**config.mk**
```make
export PLATFORM = sky130hd
export DESIGN_NAME = alu_rr_arbiter_flat
export DESIGN_NICKNAME = d
export VERILOG_FILES = /design/src/rtl/alu_arb_pkg.sv /design/src/rtl/alu_rr_arbiter_if.sv /design/src/rtl/alu_rr_arbiter_rr_arb2.sv /design/src/rtl/alu_rr_arbiter.sv /design/src/flat_wrapper.sv
export SDC_FILE = /design/constraint.sdc
export NUM_CORES = 1
export LEC_CHECK = 0
export ABC_AREA = 1
export CAP_MARGIN = 20
export CORE_ASPECT_RATIO = 0.7
export CORE_MARGIN = 2
export CORE_UTILIZATION = 44
export CTS_BUF_LIST = sky130_fd_sc_hd__clkbuf_16
export DETAILED_ROUTE_END_ITERATION = 7
export GPL_TIMING_DRIVEN = 0
export PLACE_DENSITY = 0.9
export RECOVER_POWER = 50
export SLEW_MARGIN = 20
export SYNTH_ARGS = -nofsm -noshare
export SYNTH_HDL_FRONTEND = slang
export SYNTH_SLANG_ARGS = --single-unit
```
**constraint.sdc**
```tcl
create_clock -name clk -period 5.8 [get_ports clk]
set_clock_uncertainty 0.15 [all_clocks]
set_input_delay 0.58 -clock clk [delete_from_list [all_inputs] [get_ports clk]]
set_output_delay 0.58 -clock clk [all_outputs]
set_load 0.005 [all_outputs]
```
**src/rtl/alu_arb_pkg.sv**
```systemverilog
// rtl/alu_arb_pkg.sv - shared widths, FSM encoding and ALU op codes for the ALU arbiter
package alu_arb_pkg;

   localparam int DATA_W        = 32;
   localparam int OP_W          = 4;
   localparam int SH_W          = 5;
   localparam int ALU_SHAMT_SEL = 3;

   typedef enum logic [1:0] {
      ST_IDLE = 2'd0,
      ST_EXEC = 2'd1,
      ST_RESP = 2'd2
   } state_t;

   localparam logic [2:0] ALU_ADD  = 3'b000;
   localparam logic [2:0] ALU_NEG  = 3'b001;
   localparam logic [2:0] ALU_AND  = 3'b010;
   localparam logic [2:0] ALU_XOR  = 3'b011;
   localparam logic [2:0] ALU_SLL  = 3'b100;
   localparam logic [2:0] ALU_SRL  = 3'b101;
   localparam logic [2:0] ALU_SRA  = 3'b110;
   localparam logic [2:0] ALU_DIFF = 3'b111;

endpackage

```
**src/rtl/alu_rr_arbiter_if.sv**
```systemverilog
// rtl/alu_rr_arbiter_if.sv - requester, ALU and response signals of the ALU arbiter
interface alu_rr_arbiter_if;
   import alu_arb_pkg::*;

   logic              r0_valid;
   logic              r0_ready;
   logic [OP_W-1:0]   r0_op;
   logic [DATA_W-1:0] r0_a;
   logic [DATA_W-1:0] r0_b;
   logic [SH_W-1:0]   r0_shamt;

   logic              r1_valid;
   logic              r1_ready;
   logic [OP_W-1:0]   r1_op;
   logic [DATA_W-1:0] r1_a;
   logic [DATA_W-1:0] r1_b;
   logic [SH_W-1:0]   r1_shamt;

   logic [DATA_W-1:0] alu_inp1;
   logic [DATA_W-1:0] alu_inp2;
   logic [SH_W-1:0]   alu_shamt;
   logic [OP_W-1:0]   alu_ctrl;
   logic [DATA_W-1:0] alu_out;
   logic              alu_carry;
   logic              alu_neg;
   logic              alu_zero;

   logic              rsp_valid;
   logic              rsp_ready;
   logic              rsp_id;
   logic [DATA_W-1:0] rsp_data;
   logic              rsp_carry;
   logic              rsp_neg;
   logic              rsp_zero;

   modport master (
      output r0_valid, r0_op, r0_a, r0_b, r0_shamt,
      output r1_valid, r1_op, r1_a, r1_b, r1_shamt,
      output alu_out, alu_carry, alu_neg, alu_zero, rsp_ready,
      input  r0_ready, r1_ready,
      input  alu_inp1, alu_inp2, alu_shamt, alu_ctrl,
      input  rsp_valid, rsp_id, rsp_data, rsp_carry, rsp_neg, rsp_zero
   );

   modport slave (
      input  r0_valid, r0_op, r0_a, r0_b, r0_shamt,
      input  r1_valid, r1_op, r1_a, r1_b, r1_shamt,
      input  alu_out, alu_carry, alu_neg, alu_zero, rsp_ready,
      output r0_ready, r1_ready,
      output alu_inp1, alu_inp2, alu_shamt, alu_ctrl,
      output rsp_valid, rsp_id, rsp_data, rsp_carry, rsp_neg, rsp_zero
   );

endinterface

```
**src/rtl/alu_rr_arbiter_rr_arb2.sv**
```systemverilog
// rtl/alu_rr_arbiter_rr_arb2.sv - two-way priority grant, one-hot or zero
module rr_arb2 (
   input  logic [1:0] i_v,
   input  logic       i_prio,
   output logic [1:0] o_gnt
);

   // On contention the requester whose index equals i_prio wins.
   assign o_gnt[0] = i_v[0] & (~i_v[1] | ~i_prio);
   assign o_gnt[1] = i_v[1] & (~i_v[0] |  i_prio);

endmodule

```
**src/rtl/alu_rr_arbiter.sv**
```systemverilog
// rtl/alu_rr_arbiter.sv - round-robin sharing of one combinational ALU between two requesters
module alu_rr_arbiter
   import alu_arb_pkg::*;
(
   input  logic              clk,
   input  logic              rst,
   alu_rr_arbiter_if.slave   bus
);

   state_t            r_state;
   state_t            w_next_state;
   logic              r_prio;
   logic [1:0]        w_gnt;
   logic [1:0]        w_ready;

   logic [OP_W-1:0]   r_op;
   logic [DATA_W-1:0] r_a;
   logic [DATA_W-1:0] r_b;
   logic [SH_W-1:0]   r_shamt;
   logic              r_id;

   logic              r_rsp_valid;
   logic              r_rsp_id;
   logic [DATA_W-1:0] r_rsp_data;
   logic              r_rsp_carry;
   logic              r_rsp_neg;
   logic              r_rsp_zero;

   rr_arb2 u_arb (
      .i_v    ({bus.r1_valid, bus.r0_valid}),
      .i_prio (r_prio),
      .o_gnt  (w_gnt)
   );

   always_ff @(posedge clk or posedge rst) begin
      if (rst) r_state <= ST_IDLE;
      else     r_state <= w_next_state;
   end

   always_comb begin
      w_next_state = r_state;
      w_ready      = 2'b00;
      case (r_state)
         ST_IDLE: begin
            w_ready = w_gnt;
            if (|w_gnt) w_next_state = ST_EXEC;
         end
         ST_EXEC: w_next_state = ST_RESP;
         ST_RESP: if (bus.rsp_ready) w_next_state = ST_IDLE;
         default: w_next_state = ST_IDLE;
      endcase
   end

   // Issue registers alone feed the ALU, so requester ports may change freely after grant.
   always_ff @(posedge clk or posedge rst) begin
      if (rst) begin
         r_op        <= '0;
         r_a         <= '0;
         r_b         <= '0;
         r_shamt     <= '0;
         r_id        <= 1'b0;
         r_prio      <= 1'b0;
         r_rsp_valid <= 1'b0;
         r_rsp_id    <= 1'b0;
         r_rsp_data  <= '0;
         r_rsp_carry <= 1'b0;
         r_rsp_neg   <= 1'b0;
         r_rsp_zero  <= 1'b0;
      end else begin
         case (r_state)
            ST_IDLE: begin
               if (w_ready[1]) begin
                  r_op    <= bus.r1_op;
                  r_a     <= bus.r1_a;
                  r_b     <= bus.r1_b;
                  r_shamt <= bus.r1_shamt;
                  r_id    <= 1'b1;
               end else if (w_ready[0]) begin
                  r_op    <= bus.r0_op;
                  r_a     <= bus.r0_a;
                  r_b     <= bus.r0_b;
                  r_shamt <= bus.r0_shamt;
                  r_id    <= 1'b0;
               end
            end
            ST_EXEC: begin
               r_rsp_valid <= 1'b1;
               r_rsp_id    <= r_id;
               r_rsp_data  <= bus.alu_out;
               r_rsp_carry <= bus.alu_carry;
               r_rsp_neg   <= bus.alu_neg;
               r_rsp_zero  <= bus.alu_zero;
            end
            ST_RESP: begin
               // Priority moves only at handoff, so a lone requester can win back-to-back.
               if (bus.rsp_ready) begin
                  r_rsp_valid <= 1'b0;
                  r_prio      <= ~r_rsp_id;
               end
            end
            default: ;
         endcase
      end
   end

   assign bus.r0_ready  = w_ready[0];
   assign bus.r1_ready  = w_ready[1];
   assign bus.alu_inp1  = r_a;
   assign bus.alu_inp2  = r_b;
   assign bus.alu_shamt = r_shamt;
   assign bus.alu_ctrl  = r_op;
   assign bus.rsp_valid = r_rsp_valid;
   assign bus.rsp_id    = r_rsp_id;
   assign bus.rsp_data  = r_rsp_data;
   assign bus.rsp_carry = r_rsp_carry;
   assign bus.rsp_neg   = r_rsp_neg;
   assign bus.rsp_zero  = r_rsp_zero;

endmodule

```
**src/flat_wrapper.sv**
```systemverilog
// flat-port wrapper written by rule: the top's interface ports become plain ports
module alu_rr_arbiter_flat import alu_arb_pkg::*;
  (clk, rst, bus_r0_valid, bus_r0_op, bus_r0_a, bus_r0_b, bus_r0_shamt, bus_r1_valid, bus_r1_op, bus_r1_a, bus_r1_b, bus_r1_shamt, bus_alu_out, bus_alu_carry, bus_alu_neg, bus_alu_zero, bus_rsp_ready, bus_r0_ready, bus_r1_ready, bus_alu_inp1, bus_alu_inp2, bus_alu_shamt, bus_alu_ctrl, bus_rsp_valid, bus_rsp_id, bus_rsp_data, bus_rsp_carry, bus_rsp_neg, bus_rsp_zero);
  alu_rr_arbiter_if bus_i ();
  input  logic clk;
  input  logic rst;
  input wire logic [$bits(bus_i.r0_valid)-1:0] bus_r0_valid;
  input wire logic [$bits(bus_i.r0_op)-1:0] bus_r0_op;
  input wire logic [$bits(bus_i.r0_a)-1:0] bus_r0_a;
  input wire logic [$bits(bus_i.r0_b)-1:0] bus_r0_b;
  input wire logic [$bits(bus_i.r0_shamt)-1:0] bus_r0_shamt;
  input wire logic [$bits(bus_i.r1_valid)-1:0] bus_r1_valid;
  input wire logic [$bits(bus_i.r1_op)-1:0] bus_r1_op;
  input wire logic [$bits(bus_i.r1_a)-1:0] bus_r1_a;
  input wire logic [$bits(bus_i.r1_b)-1:0] bus_r1_b;
  input wire logic [$bits(bus_i.r1_shamt)-1:0] bus_r1_shamt;
  input wire logic [$bits(bus_i.alu_out)-1:0] bus_alu_out;
  input wire logic [$bits(bus_i.alu_carry)-1:0] bus_alu_carry;
  input wire logic [$bits(bus_i.alu_neg)-1:0] bus_alu_neg;
  input wire logic [$bits(bus_i.alu_zero)-1:0] bus_alu_zero;
  input wire logic [$bits(bus_i.rsp_ready)-1:0] bus_rsp_ready;
  output wire logic [$bits(bus_i.r0_ready)-1:0] bus_r0_ready;
  output wire logic [$bits(bus_i.r1_ready)-1:0] bus_r1_ready;
  output wire logic [$bits(bus_i.alu_inp1)-1:0] bus_alu_inp1;
  output wire logic [$bits(bus_i.alu_inp2)-1:0] bus_alu_inp2;
  output wire logic [$bits(bus_i.alu_shamt)-1:0] bus_alu_shamt;
  output wire logic [$bits(bus_i.alu_ctrl)-1:0] bus_alu_ctrl;
  output wire logic [$bits(bus_i.rsp_valid)-1:0] bus_rsp_valid;
  output wire logic [$bits(bus_i.rsp_id)-1:0] bus_rsp_id;
  output wire logic [$bits(bus_i.rsp_data)-1:0] bus_rsp_data;
  output wire logic [$bits(bus_i.rsp_carry)-1:0] bus_rsp_carry;
  output wire logic [$bits(bus_i.rsp_neg)-1:0] bus_rsp_neg;
  output wire logic [$bits(bus_i.rsp_zero)-1:0] bus_rsp_zero;
  assign bus_i.r0_valid = bus_r0_valid;
  assign bus_i.r0_op = bus_r0_op;
  assign bus_i.r0_a = bus_r0_a;
  assign bus_i.r0_b = bus_r0_b;
  assign bus_i.r0_shamt = bus_r0_shamt;
  assign bus_i.r1_valid = bus_r1_valid;
  assign bus_i.r1_op = bus_r1_op;
  assign bus_i.r1_a = bus_r1_a;
  assign bus_i.r1_b = bus_r1_b;
  assign bus_i.r1_shamt = bus_r1_shamt;
  assign bus_i.alu_out = bus_alu_out;
  assign bus_i.alu_carry = bus_alu_carry;
  assign bus_i.alu_neg = bus_alu_neg;
  assign bus_i.alu_zero = bus_alu_zero;
  assign bus_i.rsp_ready = bus_rsp_ready;
  assign bus_r0_ready = bus_i.r0_ready;
  assign bus_r1_ready = bus_i.r1_ready;
  assign bus_alu_inp1 = bus_i.alu_inp1;
  assign bus_alu_inp2 = bus_i.alu_inp2;
  assign bus_alu_shamt = bus_i.alu_shamt;
  assign bus_alu_ctrl = bus_i.alu_ctrl;
  assign bus_rsp_valid = bus_i.rsp_valid;
  assign bus_rsp_id = bus_i.rsp_id;
  assign bus_rsp_data = bus_i.rsp_data;
  assign bus_rsp_carry = bus_i.rsp_carry;
  assign bus_rsp_neg = bus_i.rsp_neg;
  assign bus_rsp_zero = bus_i.rsp_zero;
  alu_rr_arbiter u_core (.clk(clk), .rst(rst), .bus(bus_i));
endmodule
```
==> metrics.log <==
[metrics] Fin. Hold Viols: 0
[metrics] Die Outline Area: 14,200 sq um
[metrics] cell total after placement: 1,273
[metrics] HPWL after DPL: 15,000 um
[metrics] type of origin of the critical path: primary input
[metrics] detailed-routing iteration count for the pre-antenna-repair pass: 5
[metrics] CP Capture Point: bus_r1_ready
[metrics] post-synthesis average cell area: 7.22 sq um
[metrics] Fin Setup TNS: 0 ps
[metrics] CP delay by family, top: buffers and inverters
[metrics] drt drc: 0
[metrics] max frequency: 315 MHz
[metrics] detailed-route via count: 6,512
[metrics] min-delay worst type: flop to flop
[metrics] global-route wire length before repair: approximately 32,000 um
[metrics] path type of the worst setup path: primary input to output pin
[metrics] cells traversed along the worst timing path: dlygate4sd3_1, nand3_2, buf_4, clkbuf_1, inv_1, clkdlybuf4s50_1
[metrics] area of the core: 13,100 sq um
[metrics] final setup violation count: 0
[metrics] sequential share of power: 0.301
[metrics] net switching power of the design: approximately 1.8 mW
[metrics] drt via density: between 4 and 5
[metrics] failing checks: max-capacitance violations, max-slew violations
[metrics] crit-path max FO: 10
[metrics] IO Pins: just under 300
[metrics] final net count: 1,312
[metrics] internal power: 2.98 mW
[metrics] pwr dens: 495 nW/um^2
[metrics] initial antenna violation count: 0
[metrics] Clock Root Buffer: sky130_fd_sc_hd__clkbuf_16
[metrics] hold slack final: about 320 ps
[metrics] sequential fraction of the synthesis area: 0.489
[metrics] overflow left after global routing: 0
[metrics] site row count: 35
[metrics] layout filler cell count: 963
[metrics] worst-margin pin slew: 2430 ps
[metrics] routed wirelength normalized by instance count: 15.6 um
[metrics] routability congestion estimate: 0.908
[metrics] total CTS buffers: 17
[metrics] max-slew violations: 51
[metrics] count of cell instances traversed by the critical path: 6
[metrics] max-cap violation count: 1
[metrics] H-tree lvl count: 4
[metrics] Final Worst Setup Slack: around 2600 ps
[metrics] total standard cell area after synthesis: 5840 sq um
[metrics] Antenna Nets Post-Route: 0
[metrics] Syn-to-layout area delta: 64.8%
[metrics] maximum number of pins on one net before global-route repair: 65
[metrics] status: finished with violations
[metrics] post-route cell area: 9620 sq um
[metrics] placement-stage worst setup slack: around 2900 ps
[metrics] flip-flop and latch count after synthesis: 114
[metrics] die span in y: 100 um
[metrics] post-place instance area: approximately 9100 sq um
[metrics] CTS clk-pin slew, worst paths: 60 ps
[metrics] Max-slew headroom: -0.628
[metrics] static leakage: 5.07 nW
[metrics] deepest clock path buffer count: 2
[metrics] worst reg-to-reg setup slack: 3600 ps
[metrics] CP startpoint: bus_r1_valid
[metrics] required time of the critical path: approximately 5000 ps
[metrics] capturing point of the worst reg2reg path: u_core.bus.rsp_data[16]
[metrics] die width: ~140 um
[metrics] highest-count cells in the layout ignoring fill and taps: sky130_fd_sc_hd__nand2_1, sky130_fd_sc_hd__clkdlybuf4s50_1, sky130_fd_sc_hd__inv_1
[metrics] via count of the first global-routing pass: 6,433
[metrics] post-CTS repair timing setup buffer count: 0
[metrics] combined global-route utilization of all metal layers: 0.286
[metrics] antenna diode count: 0
[metrics] Critical Path Sink Type: output pin
[metrics] number of warnings reported in the yosys synthesis log: 0
[metrics] fraction of power spent switching nets: 0.374
[metrics] final worst-path cycle share: 0.547
[metrics] R2R Path Start: u_core.r_state[0]
[metrics] Total Wirelength: 20,400 um
[metrics] clock sinks: approximately 110
[metrics] fin cells: about 1,300
[metrics] starting utilization of the core area: 0.447
[metrics] crit path buf inv count: 5
[metrics] number of DRC markers in iteration 0: about 350
[metrics] # resized after CTS: 0
[metrics] Port-buffer cells: 297
[metrics] maximum VDD drop: 0.287 mV
[metrics] Arr. time, crit path: around 2400 ps
[metrics] cell type of the slowest stage on the worst timing path: sky130_fd_sc_hd__dlygate4sd3_1
[metrics] Min Clock Period, post-route: 3170 ps
[metrics] hold buffer count at cts: 0
[metrics] combinational share of power: 0.477
[metrics] nets in the synthesized netlist: 995
[metrics] most common cell after layout, fill and taps aside: sky130_fd_sc_hd__nand2_1
[metrics] delay of the slowest cell on the worst path: 600 ps
[metrics] clock network latency to the later pin of the worst-skew pair: 400 ps
[metrics] cell count after synthesis: 809
[metrics] fraction of final layout cells with drive strength greater than 1: 0.0650
[metrics] count of cells along the worst register-to-register path: 7
[metrics] count of unique library cells instantiated by Yosys: 15
[metrics] setup repair after global routing missed its margin: false
[metrics] clock tree from TritonCTS: yes
[metrics] clock share of power: 0.222
==> worst min-delay path, stage by stage (launching register included) <==
cell and delay [ps]:
sky130_fd_sc_hd__dfrtp_1 340, sky130_fd_sc_hd__nand2_1 50, sky130_fd_sc_hd__nand2_1 50
==> worst min path at each step <==
stage | startpoint | slack (ps) | depth (start not counted) | endpoint
floorplan | u_core.bus.rsp_carry | 320 | 2 | u_core.bus.rsp_carry
global route | u_core.bus.rsp_data[15] | 340 | 2 | u_core.bus.rsp_data[15]
detailed placement | u_core.bus.rsp_data[25] | 310 | 2 | u_core.bus.rsp_data[25]
finish | u_core.bus.rsp_data[25] | 320 | 2 | u_core.bus.rsp_data[25]
global placement | u_core.bus.rsp_data[29] | 300 | 2 | u_core.bus.rsp_data[29]
CTS | u_core.bus.rsp_data[8] | 320 | 2 | u_core.bus.rsp_data[8]
==> synth_stat cells <==
cell type	count	area, sq um
sky130_fd_sc_hd__nor2_4	2	22.5
sky130_fd_sc_hd__buf_4	3	22.5
sky130_fd_sc_hd__a21oi_1	1	5.00
sky130_fd_sc_hd__buf_1	1	3.75
sky130_fd_sc_hd__nand3_2	1	10.0
sky130_fd_sc_hd__o21ai_0	5	25.0
sky130_fd_sc_hd__nand2_1	329	1230
sky130_fd_sc_hd__nand3_1	74	370
sky130_fd_sc_hd__clkbuf_1	6	22.5
sky130_fd_sc_hd__inv_1	152	571
sky130_fd_sc_hd__o21ai_2	1	8.76
sky130_fd_sc_hd__buf_2	45	225
sky130_fd_sc_hd__nand4_1	73	457
sky130_fd_sc_hd__inv_2	2	7.51
sky130_fd_sc_hd__dfrtp_1	114	2850
==> final cells by class <==
type,instances,area (sq um),area share
Inverter,154,579,0.0602
Multi-Input combinational cell,486,2120,0.221
Timing Repair Buffer,298,3000,0.312
Clock buffer,17,425,0.0442
Buffer,55,260,0.0271
Tap cell,166,208,0.0216
Clock inverter,15,173,0.0179
Sequential cell,114,2850,0.297
==> stage by stage <==
| stage | utilization | total power, mW |
|---|---|---|
| floorplan | - | 2.43 |
| global placement | 0.691 | 3.62 |
| detailed placement | 0.694 | 3.71 |
| CTS | 0.739 | 4.78 |
| global route | 0.737 | 5.08 |
| finish | 0.737 | 4.76 |
==> registers in the layout, indices dropped and copies added (netlist names) <==
| register | flops |
|---|---|
| u_core.r_prio | 1 |
| u_core.bus.rsp_neg | 1 |
| u_core.bus.alu_inp1 | 32 |
| u_core.bus.rsp_id | 1 |
| u_core.bus.rsp_zero | 1 |
| u_core.bus.rsp_carry | 1 |
| u_core.bus.rsp_valid | 1 |
| u_core.r_id | 1 |
| u_core.bus.alu_ctrl | 4 |
| u_core.bus.alu_shamt | 5 |
| u_core.r_state | 2 |
| u_core.bus.alu_inp2 | 32 |
| u_core.bus.rsp_data | 32 |
==> power groups by stage <==
stage               registers [mW]  clock network [mW]  logic [mW]
floorplan                     1.44                   0       0.984
global route                  1.48                1.10        2.50
detailed placement            1.43                   0        2.28
finish                        1.43                1.06        2.27
global placement              1.42                   0        2.20
CTS                           1.43                1.06        2.29
==> kinds of logic after synthesis <==
logic type,Yosys count,share of synthesized area
simple gates,479,0.359
buf+inv,209,0.146
flops,114,0.489
compound gates,7,0.00664
==> routing by layer <==
layer | track usage | routed length (um) | up-vias
met5 | 0 | 0 | -
met2 | 0.488 | 9750 | 330
met4 | 0.125 | 714 | 0
met3 | 0.0806 | 1880 | 50
met1 | 0.341 | 8070 | 3023
li1 | - | - | 3109
Note: power is estimated with default switching activity, not from simulation.
